[src/rtl/shift_pkg.sv]
// Shared types and constants for the shift arbiter and its shifter.
package shift_pkg;

    localparam int SHIFT_WIDTH = 64;
    localparam int SHIFT_SHW   = 6;

    typedef enum logic [1:0] {
        SH_SLL = 2'd0,
        SH_SRL = 2'd1,
        SH_SRA = 2'd2,
        SH_ROR = 2'd3
    } shift_op_e;

    typedef enum logic [1:0] {
        IDLE = 2'd0,
        EXEC = 2'd1,
        RESP = 2'd2
    } shift_arb_state_e;

endpackage

[src/rtl/rr_arbiter.sv]
// Combinational round-robin pick: first set req bit at or above ptr, wrapping.
module rr_arbiter #(
    parameter int N  = 4,
    parameter int PW = (N > 1) ? $clog2(N) : 1
) (
    input  logic [N-1:0]  req,
    input  logic [PW-1:0] ptr,
    output logic [N-1:0]  grant,
    output logic [PW-1:0] grant_idx
);

    logic          found;
    logic [PW-1:0] idx;

    // Scan N positions starting at ptr; the first requester seen wins.
    always_comb begin
        grant     = '0;
        grant_idx = '0;
        found     = 1'b0;
        idx       = '0;
        for (int unsigned k = 0; k < int'(N); k++) begin
            idx = PW'((int'(ptr) + int'(k)) % N);
            if (!found && req[idx]) begin
                found      = 1'b1;
                grant[idx] = 1'b1;
                grant_idx  = idx;
            end
        end
    end

endmodule

[src/rtl/shift_arbiter.sv]
// Sequencer sharing one barrel shifter among N_REQ requesters:
// grant in IDLE, let the shifter settle in EXEC, hold the result in RESP.
module shift_arbiter
    import shift_pkg::*;
#(
    parameter int N_REQ = 4,
    parameter int WIDTH = SHIFT_WIDTH,
    parameter int SHW   = $clog2(WIDTH)
) (
    input  logic                        clk,
    input  logic                        rst,
    input  logic [N_REQ-1:0]            req_valid,
    output logic [N_REQ-1:0]            req_ready,
    input  logic [N_REQ-1:0][WIDTH-1:0] req_data,
    input  logic [N_REQ-1:0][SHW-1:0]   req_shamt,
    input  shift_op_e [N_REQ-1:0]       req_op,
    output logic [N_REQ-1:0]            rsp_valid,
    input  logic [N_REQ-1:0]            rsp_ready,
    output logic [WIDTH-1:0]            rsp_data,
    output logic [WIDTH-1:0]            sh_in,
    output logic [SHW-1:0]              sh_shamt,
    output shift_op_e                   sh_op,
    input  logic [WIDTH-1:0]            sh_result
);

    localparam int PW = (N_REQ > 1) ? $clog2(N_REQ) : 1;

    shift_arb_state_e state;
    logic [PW-1:0]    rr_ptr;
    logic [PW-1:0]    owner;
    logic [N_REQ-1:0] grant;
    logic [PW-1:0]    grant_idx;

    rr_arbiter #(
        .N  (N_REQ),
        .PW (PW)
    ) u_rr_arbiter (
        .req       (req_valid),
        .ptr       (rr_ptr),
        .grant     (grant),
        .grant_idx (grant_idx)
    );

    // Ready only reflects the grant while idle and out of reset.
    always_comb begin
        req_ready = '0;
        if (state == IDLE && !rst) begin
            req_ready = grant;
        end
    end

    // Controller FSM with registered shifter operands and response outputs.
    always_ff @(posedge clk or posedge rst) begin
        if (rst) begin
            state     <= IDLE;
            rr_ptr    <= '0;
            owner     <= '0;
            rsp_valid <= '0;
            rsp_data  <= '0;
            sh_in     <= '0;
            sh_shamt  <= '0;
            sh_op     <= SH_SLL;
        end else begin
            case (state)
                IDLE: begin
                    if (|req_valid) begin
                        sh_in    <= req_data[grant_idx];
                        sh_shamt <= req_shamt[grant_idx];
                        sh_op    <= req_op[grant_idx];
                        owner    <= grant_idx;
                        rr_ptr   <= (grant_idx == PW'(N_REQ - 1)) ? '0 : grant_idx + 1'b1;
                        state    <= EXEC;
                    end
                end
                EXEC: begin
                    rsp_data  <= sh_result;
                    rsp_valid <= N_REQ'(1) << owner;
                    state     <= RESP;
                end
                RESP: begin
                    if (rsp_ready[owner]) begin
                        rsp_valid <= '0;
                        state     <= IDLE;
                    end
                end
                default: state <= IDLE;
            endcase
        end
    end

endmodule

[config.mk]
export PLATFORM = sky130hd
export DESIGN_NAME = shift_arbiter
export DESIGN_NICKNAME = d
export VERILOG_FILES = /design/src/rtl/shift_pkg.sv /design/src/rtl/rr_arbiter.sv /design/src/rtl/shift_arbiter.sv
export SDC_FILE = /design/constraint.sdc
export NUM_CORES = 1
export LEC_CHECK = 0
export ABC_AREA = 1
export CORE_AREA = 2 2 194 196
export DETAILED_ROUTE_END_ITERATION = 16
export DIE_AREA = 0 0 196 198
export SLEW_MARGIN = 5
export SYNTH_ARGS = -nofsm -noshare
export SYNTH_HDL_FRONTEND = slang
export SYNTH_SLANG_ARGS = --single-unit
export TNS_END_PERCENT = 10
[constraint.sdc]
create_clock -name clk -period 9.6 [get_ports clk]
set_input_delay 0.96 -clock clk [delete_from_list [all_inputs] [get_ports clk]]
set_output_delay 0.96 -clock clk [all_outputs]
set_load 0.02 [all_outputs]
==> flow_summary.yaml <==
status:
  outcome: "finished clean"
worst_setup_path:
  cp.arrival_ns: 4.68
  crit_required_ns: 9.93
  cp_cell_sequence: "inv_8 -> ha_1 -> inv_1 -> nand3_2 -> nand2_4 -> nor2_8 -> nand2_1 -> nand2_1 -> nand2_8 -> nand2_4 -> buf_4 -> nand2_1 -> nand3_1 -> nand2_1 -> nand2_1 -> nand2_1"
  path_buf_inv: 3
  slowest_stage: "buf_4"
  crit_family: "simple AND/OR/NAND/NOR gates"
  cpPeakStageDelay_ns: 0.83
  crit_fanout: 104
  crit_path_start_kind: "register"
  critPathKind: "register to register"
  cp_common_cell: "nand2_1"
  end_kind: "register"
routing:
  dr.pass1.iters: 5
  num_vias: 10600
  drc: 0
  wl_um: 38800
  vias_per_cell: 4.50
  wl_per_cell_um: 16.4
  ant_nets: 0
  dr.first_iter.drc_count: 469
cells_and_area:
  diodes: 0
  area_growth_pct: 58.2
  drive_gt1_frac: 0.0949
  finalInstanceArea_um2: 15900
  num-nets-final: 2243
clock_network:
  clock-sinks: 146
  htreeDepth: 4
  cts_setup_buffers: 0
  numCtsBuffers: 17
  root_buffer: "clkbuf_16"
  clk-insertion-delay-late_ns: 0.44
  cts_tree: "built"
  ctsResizeCount: 0
  clockBufferDepth: 2
  clk_pin_slew_ns: 0.07
  hold_buffers: 0
synthesis:
  yosysWarnings: 0
  synth.most_common_cell: "nand2_1"
  ys_types: 33
  synth-simple-area-share: 0.371
  synth_area_um2: 10000
  synthXorXnorAreaFrac: 0
  synth_top_family_by_area: "simple AND/OR/NAND/NOR gates"
  synthTopCellsByArea: "dfrtp_1, nand2_1, nand3_1"
  ys.flop_type: "dfrtp_1"
  yosysTopAreaCell: "dfrtp_1"
  postSynthNetCount: 1797
  synthAdderAreaFrac: 0.00873
  synth_seq_cells: 146
  yosys.area.top_type_share: 0.364
  synth.avg_cell_area_um2: 7.02
  synthMuxAreaShare: 0.0719
  synth-seq-area-share: 0.364
  synth_common_cells: "nand2_1, inv_1, nand3_1, dfrtp_1, mux2_2"
  synth_edf_count: 0
  netlist_instances: 1428
  synthArstFlopShare: 1.00
  synth_compound_area_frac: 0.0147
floorplanning:
  fp.dieW_um: 196
  die_area_um2: 38800
  start_util: 0.271
  io-pin-count: 506
  rows: 71
  coreArea_um2: 37000
  die_h_um: 198
timing:
  finalMaxSlewViolations: 0
  fmax_ghz: 0.230
  hold_viol: 0
  period_share: 0.453
  fin_ws_ns: 5.25
  worstMarginPinSlew_ns: 1.11
  setup_viol: 0
  rsz0062_at_grt: "false"
  relSlewSlack: 0.262
  setup-tns-final_ns: 0
  fin_crit_ns: 4.35
  finalClockSkew_ns: 0.00609
global_routing:
  grt_max_degree: 105
  grtUsageTotal: 0.193
  first_global_vias: 9886
  grt_pass1_wl_um: 57300
  gr-total-overflow: 0
  antenna_found_initial: 2
pwr:
  finalPower_uw: 6280
  p_per_area_nw_per_um2: 396
  leakagePower_uw: 0.00818
  ir_worst_vdd_v: 0.000265
placed_design:
  placedInstanceArea_um2: 15300
  io_buffers: 505
  pre_cts_ws_ns: 4.87
  place.gp.congestion: 0.925
  hpwl_um: 29300
flow_run:
  cap_violations: 0
min_path:
  hold_class: "register to register"
==> per-stage QoR <==
stage / instances / hold WS (ns) / utilization
CTS: 2361 / 0.481 / 0.429
floorplan: 1428 / 0.500 / -
global placement: 2329 / 0.461 / 0.413
global route: 2361 / 0.500 / 0.429
detailed placement: 2329 / 0.464 / 0.413
finish: 2361 / 0.477 / 0.429
==> area by class of cell <==
class | count | area (µm²)
fillers | 3809 | 21100
repair buffers | 514 | 5120
multi-input cells | 887 | 4710
flip-flops and latches | 146 | 3650
inverters | 308 | 1170
well taps | 474 | 593
clock buffers | 19 | 443
clock inverters | 13 | 174
==> worst paths after layout <==
kind	startpoint	depth (start not counted)	slack [ns]	end
max in group asynchronous	rst	3	7.03	rsp_data[13]
min in group asynchronous	rst	2	1.04	rsp_data[55]
worst max register to register	rr_ptr[0]	16	5.25	sh_in[5]
worst min register to register	sh_in[58]	2	0.48	sh_in[58]
worst max-delay path	rr_ptr[0]	16	5.25	sh_in[5]
worst min-delay path	sh_in[58]	2	0.48	sh_in[58]
==> power by group <==
group / switching, µW / internal (µW) / leakage (µW)
combinational: 2770 / 1670 / 0.00613
sequential: 183 / 948 / 0.00176
clock: 294 / 420 / 0.000291
==> worst reg2reg max path, stage by stage, from the launching register on <==
cell and delay [ns]:
dfrtp_1 0.69, inv_8 0.12, ha_1 0.40, inv_1 0.09, nand3_2 0.09, nand2_4 0.10
nor2_8 0.15, nand2_1 0.06, nand2_1 0.16, nand2_8 0.35, nand2_4 0.55, buf_4 0.86
nand2_1 0.32, nand3_1 0.13, nand2_1 0.07, nand2_1 0.05, nand2_1 0.06
==> layout by cell type (no fill, tap or decap), types with 2 or more instances in the layout <==
| cell type | instances |
|---|---|
| a21oi_1 | 2 |
| a22oi_1 | 2 |
| a31oi_1 | 4 |
| buf_4 | 9 |
| bufinv_16 | 3 |
| clkbuf_16 | 17 |
| clkdlybuf4s50_1 | 505 |
| clkinv_4 | 4 |
| clkinvlp_4 | 3 |
| dfrtp_1 | 146 |
| ha_1 | 7 |
| inv_1 | 301 |
| inv_2 | 4 |
| inv_6 | 4 |
| mux2_2 | 64 |
| nand2_1 | 462 |
| nand2_2 | 5 |
| nand2_4 | 6 |
| nand2_8 | 2 |
| nand3_1 | 250 |
| nand3_2 | 51 |
| nand4_1 | 3 |
| nor2_1 | 7 |
| nor2_8 | 2 |
| o21ai_0 | 10 |
| o21ai_1 | 2 |
| o31ai_1 | 2 |
==> flip-flops by register name, summed over array words and instances, names as in the netlist <==
| signal | cells |
|---|---|
| rsp_data | 64 |
| sh_in | 64 |
| sh_shamt | 6 |
| rsp_valid | 4 |
| owner | 2 |
| rr_ptr | 2 |
| sh_op | 2 |
| state | 2 |
==> layer usage <==
layer | share of wire | GRT usage | vias to the layer above
met5 | 0.00067 | 0 | -
met4 | 0.029 | 0.0710 | 4
met3 | 0.094 | 0.0681 | 55
met2 | 0.49 | 0.339 | 437
met1 | 0.38 | 0.215 | 4886
li1 | - | - | 5231
==> kinds of logic after synthesis <==
kind of cell,count (synthesis)
AO/OA/AOI/OAI,25
flip-flops,146
AND/OR/NAND/NOR,791
adder cells (fa/ha/maj),7
buffers and inverters,395
multiplexers,64
(Power assumes the default switching activity.)
